### config.mk
export PLATFORM = sky130hd
export DESIGN_NAME = de_scoreboard_flat
export DESIGN_NICKNAME = d
export VERILOG_FILES = /design/src/rtl/de_scoreboard_pkg.sv /design/src/rtl/de_scoreboard_if.sv /design/src/rtl/de_scoreboard_sb_counter.sv /design/src/rtl/de_scoreboard.sv /design/src/flat_wrapper.sv
export SDC_FILE = /design/constraint.sdc
export NUM_CORES = 1
export LEC_CHECK = 0
export ABC_AREA = 1
export CAP_MARGIN = 20
export CORE_MARGIN = 3
export CORE_UTILIZATION = 60
export CTS_BUF_LIST = sky130_fd_sc_hd__clkbuf_4 sky130_fd_sc_hd__clkbuf_8 sky130_fd_sc_hd__clkbuf_16
export DETAILED_ROUTE_END_ITERATION = 10
export PLACE_DENSITY_LB_ADDON = 0.3
export SYNTH_ARGS = -nofsm -noshare
export SYNTH_HDL_FRONTEND = slang
export SYNTH_SLANG_ARGS = --single-unit
### constraint.sdc
create_clock -name clk -period 11.5 [get_ports clk]
set_input_delay 2.3 -clock clk [delete_from_list [all_inputs] [get_ports clk]]
set_output_delay 2.3 -clock clk [all_outputs]
set_load 0.05 [all_outputs]
### src/rtl/de_scoreboard_pkg.sv
// Shared definitions for the decode-stage register scoreboard: default
// register-file geometry and the small counting helper used by hazard logic.
package de_scoreboard_pkg;

  localparam int SB_NUM_REGS  = 32;
  localparam int SB_REGNOBITS = 5;

  typedef logic [SB_REGNOBITS-1:0] regno_t;

  // Number of set bits in a two-port release vector (at most two WB ports).
  function automatic logic [1:0] count2(input logic [1:0] v);
    return {1'b0, v[1]} + {1'b0, v[0]};
  endfunction

endpackage

### src/rtl/de_scoreboard_if.sv
// Issue / write-back / flush bundle between DE control and the scoreboard.
interface de_scoreboard_if #(
  parameter int NUM_REGS  = 32,
  parameter int REGNOBITS = 5,
  parameter int NUM_SRC   = 2,
  parameter int NUM_WB    = 1
);
  logic [NUM_SRC-1:0]           src_valid;
  logic [NUM_SRC*REGNOBITS-1:0] src_regno;
  logic                         dst_valid;
  logic [REGNOBITS-1:0]         dst_regno;
  logic                         issue_req;
  logic                         issue_fire;
  logic                         stall;
  logic [NUM_WB-1:0]            wb_valid;
  logic [NUM_WB*REGNOBITS-1:0]  wb_regno;
  logic                         flush;
  logic [NUM_REGS-1:0]          busy_vec;
  logic                         err_underflow;

  modport master (
    output src_valid, src_regno, dst_valid, dst_regno, issue_req,
           wb_valid, wb_regno, flush,
    input  issue_fire, stall, busy_vec, err_underflow
  );

  modport slave (
    input  src_valid, src_regno, dst_valid, dst_regno, issue_req,
           wb_valid, wb_regno, flush,
    output issue_fire, stall, busy_vec, err_underflow
  );
endinterface

### src/rtl/de_scoreboard_sb_counter.sv
// In-flight writer counter for one architectural register; excess releases
// are dropped and reported through a same-cycle underflow pulse.
module sb_counter
  import de_scoreboard_pkg::*;
#(
  parameter int CNT_BITS = 2,
  parameter int NUM_WB   = 1
) (
  input  logic                clk,
  input  logic                reset,
  input  logic                clear,
  input  logic                inc,
  input  logic [NUM_WB-1:0]   dec,
  output logic [CNT_BITS-1:0] cnt,
  output logic                busy,
  output logic                underflow
);

  localparam int AW = CNT_BITS + 2;

  logic [AW-1:0]       avail_s;
  logic [AW-1:0]       req_s;
  logic [AW-1:0]       take_s;
  logic [AW-1:0]       next_s;
  logic                uflow_s;
  logic [CNT_BITS-1:0] cnt_r;
  logic                busy_r;

  // Next count: releases are honoured only up to what is in flight after the issue.
  always_comb begin
    avail_s = AW'(cnt_r) + AW'(inc);
    req_s   = AW'(count2(2'(dec)));
    if (req_s > avail_s) begin
      take_s  = avail_s;
      uflow_s = 1'b1;
    end else begin
      take_s  = req_s;
      uflow_s = 1'b0;
    end
    next_s = avail_s - take_s;
  end

  // Counter and busy flag; flush clears without regard to this cycle's traffic.
  always_ff @(posedge clk) begin
    if (!reset) begin
      cnt_r  <= '0;
      busy_r <= 1'b0;
    end else if (clear) begin
      cnt_r  <= '0;
      busy_r <= 1'b0;
    end else begin
      cnt_r  <= next_s[CNT_BITS-1:0];
      busy_r <= (next_s != '0);
    end
  end

  assign cnt       = cnt_r;
  assign busy      = busy_r;
  assign underflow = uflow_s;

endmodule

### src/rtl/de_scoreboard.sv
// Decode-stage register scoreboard: per-register writer counters, source and
// destination hazard detection, FE stall and DE latch issue strobe.
module de_scoreboard
  import de_scoreboard_pkg::*;
#(
  parameter int NUM_REGS  = SB_NUM_REGS,
  parameter int REGNOBITS = SB_REGNOBITS,
  parameter int NUM_SRC   = 2,
  parameter int NUM_WB    = 1,
  parameter int CNT_BITS  = 2,
  parameter int WB_BYPASS = 1
) (
  input  logic            clk,
  input  logic            reset,
  de_scoreboard_if.slave  sb
);

  localparam int CW = CNT_BITS + 2;

  logic [CNT_BITS-1:0]  cnt_s     [NUM_REGS];
  logic [NUM_WB-1:0]    wb_hit_s  [NUM_REGS];
  logic [REGNOBITS-1:0] src_rn_s  [NUM_SRC];
  logic [NUM_REGS-1:0]  busy_s;
  logic [NUM_REGS-1:1]  inc_s;
  logic [NUM_REGS-1:1]  uflow_s;
  logic                 src_haz_s;
  logic                 dst_haz_s;
  logic                 stall_s;
  logic                 fire_s;
  logic                 err_r;

  // Which WB ports release each register this cycle (register 0 never matches).
  always_comb begin
    for (int r = 0; r < NUM_REGS; r++) begin
      for (int w = 0; w < NUM_WB; w++) begin
        wb_hit_s[r][w] = sb.wb_valid[w] && (r != 0) &&
                         (sb.wb_regno[w*REGNOBITS +: REGNOBITS] == REGNOBITS'(r));
      end
    end
  end

  // Source hazards, optionally crediting same-cycle releases.
  always_comb begin
    src_haz_s = 1'b0;
    for (int k = 0; k < NUM_SRC; k++) begin
      src_rn_s[k] = sb.src_regno[k*REGNOBITS +: REGNOBITS];
      if (sb.src_valid[k] && (src_rn_s[k] != '0)) begin
        if (WB_BYPASS != 0) begin
          src_haz_s = src_haz_s ||
                      (CW'(cnt_s[src_rn_s[k]]) > CW'(count2(2'(wb_hit_s[src_rn_s[k]]))));
        end else begin
          src_haz_s = src_haz_s || (cnt_s[src_rn_s[k]] != '0);
        end
      end else begin
        src_haz_s = src_haz_s;
      end
    end
  end

  // A saturated destination counter blocks issue; releases give no credit here.
  always_comb begin
    dst_haz_s = sb.dst_valid && (sb.dst_regno != '0) && (cnt_s[sb.dst_regno] == '1);
    stall_s   = sb.issue_req && (src_haz_s || dst_haz_s);
    fire_s    = sb.issue_req && !stall_s && !sb.flush;
    for (int r = 1; r < NUM_REGS; r++) begin
      inc_s[r] = fire_s && sb.dst_valid && (sb.dst_regno == REGNOBITS'(r));
    end
  end

  assign cnt_s[0]  = '0;
  assign busy_s[0] = 1'b0;

  for (genvar r = 1; r < NUM_REGS; r++) begin : g_cnt
    sb_counter #(
      .CNT_BITS (CNT_BITS),
      .NUM_WB   (NUM_WB)
    ) u_cnt (
      .clk       (clk),
      .reset     (reset),
      .clear     (sb.flush),
      .inc       (inc_s[r]),
      .dec       (wb_hit_s[r]),
      .cnt       (cnt_s[r]),
      .busy      (busy_s[r]),
      .underflow (uflow_s[r])
    );
  end

  // Sticky underflow flag; a flush cycle neither sets nor clears it.
  always_ff @(posedge clk) begin
    if (!reset) begin
      err_r <= 1'b0;
    end else if (sb.flush) begin
      err_r <= err_r;
    end else if (|uflow_s) begin
      err_r <= 1'b1;
    end else begin
      err_r <= err_r;
    end
  end

  assign sb.issue_fire    = fire_s;
  assign sb.stall         = stall_s;
  assign sb.busy_vec      = busy_s;
  assign sb.err_underflow = err_r;

endmodule

### src/flat_wrapper.sv
// flat-port wrapper written by rule: the top's interface ports become plain ports
module de_scoreboard_flat import de_scoreboard_pkg::*;
#(
  parameter int NUM_REGS  = SB_NUM_REGS,
  parameter int REGNOBITS = SB_REGNOBITS,
  parameter int NUM_SRC   = 2,
  parameter int NUM_WB    = 1,
  parameter int CNT_BITS  = 2,
  parameter int WB_BYPASS = 1
)
  (clk, reset, sb_src_valid, sb_src_regno, sb_dst_valid, sb_dst_regno, sb_issue_req, sb_wb_valid, sb_wb_regno, sb_flush, sb_issue_fire, sb_stall, sb_busy_vec, sb_err_underflow);
  de_scoreboard_if #(.NUM_REGS(NUM_REGS), .REGNOBITS(REGNOBITS), .NUM_SRC(NUM_SRC), .NUM_WB(NUM_WB)) sb_i ();
  input  logic clk;
  input  logic reset;
  input wire logic [$bits(sb_i.src_valid)-1:0] sb_src_valid;
  input wire logic [$bits(sb_i.src_regno)-1:0] sb_src_regno;
  input wire logic [$bits(sb_i.dst_valid)-1:0] sb_dst_valid;
  input wire logic [$bits(sb_i.dst_regno)-1:0] sb_dst_regno;
  input wire logic [$bits(sb_i.issue_req)-1:0] sb_issue_req;
  input wire logic [$bits(sb_i.wb_valid)-1:0] sb_wb_valid;
  input wire logic [$bits(sb_i.wb_regno)-1:0] sb_wb_regno;
  input wire logic [$bits(sb_i.flush)-1:0] sb_flush;
  output wire logic [$bits(sb_i.issue_fire)-1:0] sb_issue_fire;
  output wire logic [$bits(sb_i.stall)-1:0] sb_stall;
  output wire logic [$bits(sb_i.busy_vec)-1:0] sb_busy_vec;
  output wire logic [$bits(sb_i.err_underflow)-1:0] sb_err_underflow;
  assign sb_i.src_valid = sb_src_valid;
  assign sb_i.src_regno = sb_src_regno;
  assign sb_i.dst_valid = sb_dst_valid;
  assign sb_i.dst_regno = sb_dst_regno;
  assign sb_i.issue_req = sb_issue_req;
  assign sb_i.wb_valid = sb_wb_valid;
  assign sb_i.wb_regno = sb_wb_regno;
  assign sb_i.flush = sb_flush;
  assign sb_issue_fire = sb_i.issue_fire;
  assign sb_stall = sb_i.stall;
  assign sb_busy_vec = sb_i.busy_vec;
  assign sb_err_underflow = sb_i.err_underflow;
  de_scoreboard #(.NUM_REGS(NUM_REGS), .REGNOBITS(REGNOBITS), .NUM_SRC(NUM_SRC), .NUM_WB(NUM_WB), .CNT_BITS(CNT_BITS), .WB_BYPASS(WB_BYPASS)) u_core (.clk(clk), .reset(reset), .sb(sb_i));
endmodule
==> metrics.txt, run 1 <==
# TYPE chip_impl_metric gauge
chip_impl_info{name="run_status",value="completed"} 1
chip_impl_info{name="crit_path_end_kind",value="primary output"} 1
chip_impl_metric{name="port-buffer-count",unit=""} 61
chip_impl_metric{name="final_net_count",unit=""} 1876
chip_impl_metric{name="final.period_utilization",unit="%"} 76.7
chip_impl_info{name="grt_setup_unrepaired",value="no"} 1
chip_impl_metric{name="clock_sink_count",unit=""} 94
chip_impl_metric{name="worst-endpoint-required",unit="ps"} 9200
chip_impl_metric{name="first_global_vias",unit=""} 10300
chip_impl_metric{name="start_util",unit="%"} 62.1
chip_impl_metric{name="timing.critical_path.fanout_max",unit=""} 28
chip_impl_metric{name="numPlacedInstances",unit=""} 1810
chip_impl_metric{name="finalMaxSlewViolations",unit=""} 0
chip_impl_metric{name="antenna_found_initial",unit=""} 0
chip_impl_metric{name="cts_hold_buf",unit=""} 0
chip_impl_info{name="cts_root_buf",value="sky130_fd_sc_hd__clkbuf_16"} 1
chip_impl_metric{name="grt_overflow",unit=""} 0
chip_impl_metric{name="detailedRoute.firstPassIterationCount",unit=""} 6
chip_impl_info{name="post_synth_top_flop",value="sky130_fd_sc_hd__dfxtp_1"} 1
chip_impl_metric{name="layoutNonFillerInstCount",unit=""} 1829
chip_impl_metric{name="asyncSetResetFlopFracSynth",unit="%"} 0
chip_impl_metric{name="global_route.usage.total",unit="%"} 34.5
chip_impl_metric{name="avgSynthCellArea",unit="sq um"} 6.80
chip_impl_metric{name="h-tree-depth",unit=""} 3
chip_impl_metric{name="grt_first_pass_wirelength",unit="um"} 54300
chip_impl_metric{name="numCtsBuffers",unit=""} 9
chip_impl_metric{name="finalCriticalPeriod",unit="ps"} 8820
chip_impl_metric{name="postSynthRegisterBits",unit=""} 94
chip_impl_metric{name="peakVddDrop",unit="uV"} 67.7
chip_impl_metric{name="die_h",unit="um"} 140
chip_impl_metric{name="dr_total_vias",unit=""} 10700
chip_impl_metric{name="yosysUniqueCellTypes",unit=""} 35
chip_impl_metric{name="design.portCount",unit=""} 63
chip_impl_metric{name="post-cts-setup-buffers",unit=""} 0
chip_impl_metric{name="synth_enable_flop_cells",unit=""} 0
chip_impl_metric{name="simple_gate_fraction_of_synth_area",unit="%"} 26.1
chip_impl_metric{name="worst_slew_margin_rel",unit="%"} 29.0
chip_impl_metric{name="detailed_place_hpwl",unit="um"} 26500
chip_impl_metric{name="clk_pin_slew_worst_paths",unit="ps"} 70
chip_impl_info{name="synth_top_family_by_area",value="adder cells"} 1
chip_impl_metric{name="synth_xor_xnor_area_share",unit="%"} 2.50
chip_impl_metric{name="synth_sequential_area_ratio",unit="%"} 17.3
chip_impl_metric{name="final_hold_viol_count",unit=""} 0
chip_impl_metric{name="drt-initial-drc-count",unit=""} 1153
chip_impl_metric{name="clock_latency",unit="ps"} 360
chip_impl_metric{name="final_antenna_net_count",unit=""} 0
chip_impl_metric{name="dpl-instance-area",unit="sq um"} 11300
chip_impl_metric{name="route.detailed.drc",unit=""} 0
chip_impl_metric{name="worst_tran_pin_value",unit="ps"} 1060
chip_impl_metric{name="totalWireLength",unit="um"} 34400
chip_impl_metric{name="place.gp.congestion",unit=""} 1.09
chip_impl_metric{name="dieWidth",unit="um"} 140
chip_impl_metric{name="maxCapViolations",unit=""} 0
chip_impl_metric{name="final_util",unit="%"} 66.5
chip_impl_metric{name="power-per-cell-area",unit="nW/um^2"} 69.9
chip_impl_metric{name="max_freq",unit="MHz"} 113
chip_impl_info{name="timing_worst_setup_path_type",value="primary input to primary output"} 1
chip_impl_metric{name="post_synth_instance_area",unit="sq um"} 10800
chip_impl_metric{name="die-area",unit="sq um"} 19700
chip_impl_metric{name="postCtsResizedCells",unit=""} 0
chip_impl_metric{name="setup_viol",unit=""} 0
chip_impl_info{name="cts_tree",value="built"} 1
chip_impl_metric{name="avgRoutedWirePerCell",unit="um"} 18.8
chip_impl_metric{name="growth_of_design_area_from_synthesis_to_finish",unit="%"} 7.15
chip_impl_metric{name="ys.warnings.count",unit=""} 0
chip_impl_metric{name="routed_via_density",unit=""} 5.83
chip_impl_metric{name="grt_max_degree",unit=""} 49
chip_impl_metric{name="synth_fa_ha_area_share",unit="%"} 28.7
chip_impl_info{name="cp_launch_type",value="primary input"} 1
chip_impl_metric{name="data_arrival_time_of_the_critical_path",unit="ps"} 6520
chip_impl_metric{name="multiplexer_share_of_the_synthesized_area",unit="%"} 0
chip_impl_metric{name="clock_path_buffers",unit=""} 2
chip_impl_metric{name="layout_cell_share_with_drive_strength_beyond_1",unit="%"} 3.74
chip_impl_metric{name="placementRows",unit=""} 48
chip_impl_metric{name="syn-instance-count",unit=""} 1596
chip_impl_metric{name="power.leakage",unit="uW"} 0.00525
chip_impl_metric{name="layout.cell_area.non_filler",unit="sq um"} 11600
chip_impl_metric{name="diodes",unit=""} 0
chip_impl_metric{name="fill_cells",unit=""} 1598
chip_impl_metric{name="synth-compound-area-share",unit="%"} 11.2
chip_impl_info{name="worstHoldPathType",value="flip-flop to flip-flop"} 1
chip_impl_metric{name="synth_fp_nets",unit=""} 1873
chip_impl_metric{name="fin_setup_tns",unit="ps"} 0
chip_impl_metric{name="timing.clock.skew",unit="ps"} 10.9
chip_impl_metric{name="placeableCoreArea",unit="sq um"} 17500
-- layer usage --
metal  share of wire (%)  vias to the layer above  routed length [um]  track usage [%]
met5                   0                        -                   0                0
met4                 5.9                        0                2020             19.2
met3                 9.3                      144                3180             6.59
met2                  44                      532               15100             55.2
met1                  41                     4859               14000             43.7
li1                    -                     5129                   -                -
-- final cells by class --
type                    count  area (sq um)  share of cell area, %
clock inverters             6          43.8                  0.377
clock buffers              10           239                   2.06
well taps                 225           282                   2.42
multi-input cells        1149          7440                   64.0
inverters                 267          1000                   8.62
repair buffers             78           731                   6.29
flip-flops and latches     94          1880                   16.2
-- kinds of logic after synthesis --
family	after synthesis
simple gates	674
buf+inv	353
fa+ha+maj	249
compound gates	194
flops	94
xor+xnor	31
other cells	1
-- sequential cells by signal, summed over array words and instances (netlist names) --
signal,flops
u_core.g_cnt.u_cnt.cnt,62
u_core.g_cnt.u_cnt.busy,31
u_core.sb.err_underflow,1
-- through the flow --
step           total power (uW)  setup WS [ps]  hold WS [ps]
6_report                    813           2680           461
5_1_grt                     842           2470           495
4_1_cts                     812           2820           456
3_5_place_dp                515           2800           446
3_3_place_gp                512           2730           435
2_1_floorplan               461           4180           657
-- critical path, cell delays in order --
cell and delay, ps:
sky130_fd_sc_hd__clkdlybuf4s50_1 410, sky130_fd_sc_hd__buf_4 260, sky130_fd_sc_hd__nor2_1 860, sky130_fd_sc_hd__inv_2 290, sky130_fd_sc_hd__o221ai_1 290, sky130_fd_sc_hd__o211ai_1 130
sky130_fd_sc_hd__nand3_1 120, sky130_fd_sc_hd__nand2_1 60, sky130_fd_sc_hd__ha_1 280, sky130_fd_sc_hd__or2_2 270, sky130_fd_sc_hd__nand3_1 80, sky130_fd_sc_hd__nand2_1 50
sky130_fd_sc_hd__nand2_1 80, sky130_fd_sc_hd__inv_2 70, sky130_fd_sc_hd__a21oi_1 130, sky130_fd_sc_hd__clkdlybuf4s50_1 820
-- power breakdown --
group,switching [uW],internal (uW),total (uW)
Sequential,3.89,331,335
Combinational,123,55.9,179
Clock,145,154,299
-- final timing paths --
check | start | end | slack, ps | depth (start not counted)
max | sb_src_regno[0] | sb_stall | 2680 | 16
min | u_core.sb.err_underflow | u_core.sb.err_underflow | 460 | 2
max reg2reg | u_core.g_cnt[7].u_cnt.cnt[0] | u_core.g_cnt[2].u_cnt.busy | 6170 | 26
min reg2reg | u_core.sb.err_underflow | u_core.sb.err_underflow | 460 | 2
-- cell usage after synthesis, drive strengths merged, types with 8 or more instances --
cell | number | share of area, %
nor4 | 17 | 0.98
nand2 | 317 | 11
o211ai | 17 | 1.2
ha | 249 | 29
clkbuf | 31 | 1.1
nand3 | 114 | 5.3
or4 | 8 | 0.55
inv | 264 | 9.1
a41oi | 31 | 2.5
a21oi | 53 | 2.4
o221ai | 16 | 1.3
o21ai | 68 | 3.1
nor2 | 208 | 7.6
dfxtp | 94 | 17
xnor2 | 31 | 2.5
buf | 55 | 3.7
-- cell usage in the layout, fill, tap and decap left out, types with 14 or more instances in the layout --
master                            count
sky130_fd_sc_hd__inv_1              257
sky130_fd_sc_hd__dfxtp_1             94
sky130_fd_sc_hd__ha_1               249
sky130_fd_sc_hd__o211ai_1            17
sky130_fd_sc_hd__o21ai_0             68
sky130_fd_sc_hd__nor2_1             194
sky130_fd_sc_hd__a21oi_1             53
sky130_fd_sc_hd__nand2_1            316
sky130_fd_sc_hd__o221ai_1            16
sky130_fd_sc_hd__nand3_1            113
sky130_fd_sc_hd__xnor2_1             31
sky130_fd_sc_hd__clkdlybuf4s50_1     61
sky130_fd_sc_hd__buf_4               14
sky130_fd_sc_hd__nor4_1              17
sky130_fd_sc_hd__a41oi_1             31
(Power assumes the default switching activity.)
==> inputs of run 2 (changes only) <==
CORE_UTILIZATION = 56   (was 60)
clock period = 7.38 ns   (was 11.5 ns; I/O delays follow)
==> run 2 against run 1 <==
Against the previous run: sequential share of layout area is 0.41 points lower; wire length is 0.22% lower; final cell count is 3.3% higher; highest routed layer unchanged; largest cell class unchanged.
==> metrics.txt, run 2 (synthesis gave the netlist of run 1 again) <==
# TYPE chip_impl_metric gauge
chip_impl_metric{name="drt-initial-drc-count",unit=""} 1264
chip_impl_metric{name="swShare",unit="%"} 31.6
chip_impl_metric{name="power_frac_seq",unit="%"} 38.7
chip_impl_metric{name="antenna_found_initial",unit=""} 0
chip_impl_metric{name="fin_setup_tns",unit="ps"} 0
chip_impl_metric{name="place.gp.congestion",unit=""} 1.04
chip_impl_info{name="cts_tree",value="built"} 1
chip_impl_metric{name="max_freq",unit="MHz"} 149
chip_impl_metric{name="grt_overflow",unit=""} 0
chip_impl_metric{name="port-buffer-count",unit=""} 61
chip_impl_info{name="leading_cell_type_in_the_layout_fill_and_taps_excluded",value="sky130_fd_sc_hd__nand2_1"} 1
chip_impl_info{name="worstHoldPathType",value="flip-flop to flip-flop"} 1
chip_impl_metric{name="die-area",unit="sq um"} 21100
chip_impl_metric{name="global_route.usage.total",unit="%"} 32.2
chip_impl_metric{name="timing.clock.skew",unit="ps"} 9.32
chip_impl_metric{name="cts_hold_buf",unit=""} 0
chip_impl_metric{name="route.detailed.drc",unit=""} 0
chip_impl_metric{name="peakVddDrop",unit="uV"} 139
chip_impl_metric{name="detailedRoute.firstPassIterationCount",unit=""} 5
chip_impl_metric{name="total_switching_power",unit="uW"} 427
chip_impl_info{name="cts_root_buf",value="sky130_fd_sc_hd__clkbuf_16"} 1
chip_impl_metric{name="fill_cells",unit=""} 1771
chip_impl_metric{name="avgRoutedWirePerCell",unit="um"} 18.1
chip_impl_metric{name="timing.critical_path.fanout_max",unit=""} 15
chip_impl_metric{name="clock_sink_count",unit=""} 94
chip_impl_metric{name="routed_via_density",unit=""} 5.68
chip_impl_metric{name="worst_tran_pin_value",unit="ps"} 827
chip_impl_metric{name="worst_slew_margin_rel",unit="%"} 44.9
chip_impl_metric{name="grt_first_pass_wirelength",unit="um"} 54800
chip_impl_metric{name="clock_path_buffers",unit=""} 2
chip_impl_metric{name="growth_of_design_area_from_synthesis_to_finish",unit="%"} 9.91
chip_impl_info{name="timing_worst_setup_path_type",value="primary input to flip-flop"} 1
chip_impl_metric{name="final.period_utilization",unit="%"} 91.2
chip_impl_metric{name="postCtsResizedCells",unit=""} 0
chip_impl_metric{name="first_global_vias",unit=""} 10400
chip_impl_metric{name="dieWidth",unit="um"} 145
chip_impl_metric{name="totalPowerFinal",unit="uW"} 1350
chip_impl_info{name="crit_path_end_kind",value="flip-flop"} 1
chip_impl_metric{name="h-tree-depth",unit=""} 3
chip_impl_metric{name="finalCriticalPeriod",unit="ps"} 6730
chip_impl_metric{name="setup_viol",unit=""} 0
chip_impl_metric{name="finalMaxSlewViolations",unit=""} 0
chip_impl_metric{name="placementRows",unit=""} 50
chip_impl_metric{name="power-per-cell-area",unit="nW/um^2"} 113
chip_impl_metric{name="final_util",unit="%"} 63.1
chip_impl_metric{name="detailed_place_hpwl",unit="um"} 26800
chip_impl_info{name="slowest_stage",value="sky130_fd_sc_hd__clkdlybuf4s50_1"} 1
chip_impl_metric{name="dr_total_vias",unit=""} 10700
chip_impl_metric{name="final_antenna_net_count",unit=""} 0
chip_impl_metric{name="share_comb_of_total_power",unit="%"} 21.6
chip_impl_info{name="run_status",value="completed"} 1
chip_impl_metric{name="diodes",unit=""} 0
chip_impl_metric{name="post-cts-setup-buffers",unit=""} 0
chip_impl_info{name="cp_launch_type",value="primary input"} 1
chip_impl_metric{name="design.portCount",unit=""} 63
chip_impl_metric{name="numCtsBuffers",unit=""} 9
chip_impl_metric{name="cellInternalPower",unit="uW"} 922
chip_impl_metric{name="flip_flop_count_of_the_largest_register_after_layout",unit=""} 62
chip_impl_info{name="grt_setup_unrepaired",value="no"} 1
chip_impl_metric{name="fin_worst_hold_slack",unit="ps"} 451
chip_impl_metric{name="layout_cell_share_with_drive_strength_beyond_1",unit="%"} 5.40
chip_impl_metric{name="placeableCoreArea",unit="sq um"} 18900
chip_impl_metric{name="worst-endpoint-required",unit="ps"} 7580
chip_impl_metric{name="final_hold_viol_count",unit=""} 0
chip_impl_metric{name="totalWireLength",unit="um"} 34300
chip_impl_metric{name="clock_latency",unit="ps"} 360
chip_impl_metric{name="power.share.clock",unit="%"} 39.8
chip_impl_metric{name="final_net_count",unit=""} 1902
chip_impl_metric{name="power.leakage",unit="uW"} 0.00540
chip_impl_metric{name="crit_path_max_incr_delay",unit="ps"} 510
chip_impl_metric{name="grt_max_degree",unit=""} 52
chip_impl_info{name="most-common-layout-cells",value="316 x sky130_fd_sc_hd__nand2_1, 257 x sky130_fd_sc_hd__inv_1, 249 x sky130_fd_sc_hd__ha_1"} 1
chip_impl_metric{name="die_h",unit="um"} 145
chip_impl_metric{name="maxCapViolations",unit=""} 0
chip_impl_metric{name="start_util",unit="%"} 57.4
chip_impl_metric{name="clk_pin_slew_worst_paths",unit="ps"} 70
chip_impl_metric{name="data_arrival_time_of_the_critical_path",unit="ps"} 6930
==> run 2: power by group through the flow <==
stage	registers [uW]	logic, uW	clock network, uW
floorplan	535	183	0
global placement	533	280	0
detailed placement	534	282	0
CTS	522	283	543
global route	523	312	558
finish	522	291	536
==> run 2: metrics by stage <==
stage	instance area (sq um)	setup slack, ps	std cells
after floorplan	10800	1610	1596
after global placement	11600	472	1874
after detailed placement	11600	395	1874
after CTS	11900	758	1890
after global routing	11900	345	1890
final	11900	652	1890
==> run 2: layout make-up <==
type / count / area (sq um) / share of cell area, %
clock buffer: 11 / 246 / 2.07
tap: 260 / 325 / 2.73
sequential: 94 / 1880 / 15.8
clock inverter: 5 / 81.3 / 0.682
inverter: 267 / 1000 / 8.41
timing repair buffer: 104 / 941 / 7.89
multi-input combinational: 1149 / 7440 / 62.4
==> run 2: layer usage <==
layer / vias to the layer above / wire length (um) / global-route usage [%]
met3: 134 / 3110 / 5.78
li1: 5195 / - / -
met1: 4877 / 13700 / 40.2
met2: 534 / 15400 / 53.0
met5: - / 0 / 0
met4: 0 / 2060 / 17.4
==> run 2: worst paths after layout <==
path / startpoint / slack (ps) / cells after the start / to
setup reg to reg: u_core.g_cnt[31].u_cnt.cnt[0] / 2530 / 25 / u_core.g_cnt[28].u_cnt.busy
hold reg to reg: u_core.sb.err_underflow / 450 / 2 / u_core.sb.err_underflow
setup / recovery: sb_wb_regno[1] / 650 / 31 / u_core.g_cnt[28].u_cnt.busy
hold / removal: u_core.sb.err_underflow / 450 / 2 / u_core.sb.err_underflow
==> run 2: critical path: cells and delay by family <==
kind            cells  cell delay (ps)
simple gates       16             2750
compound gates      4              480
fa+ha+maj           5             1150
buf+inv             5              930
xor+xnor            1              140
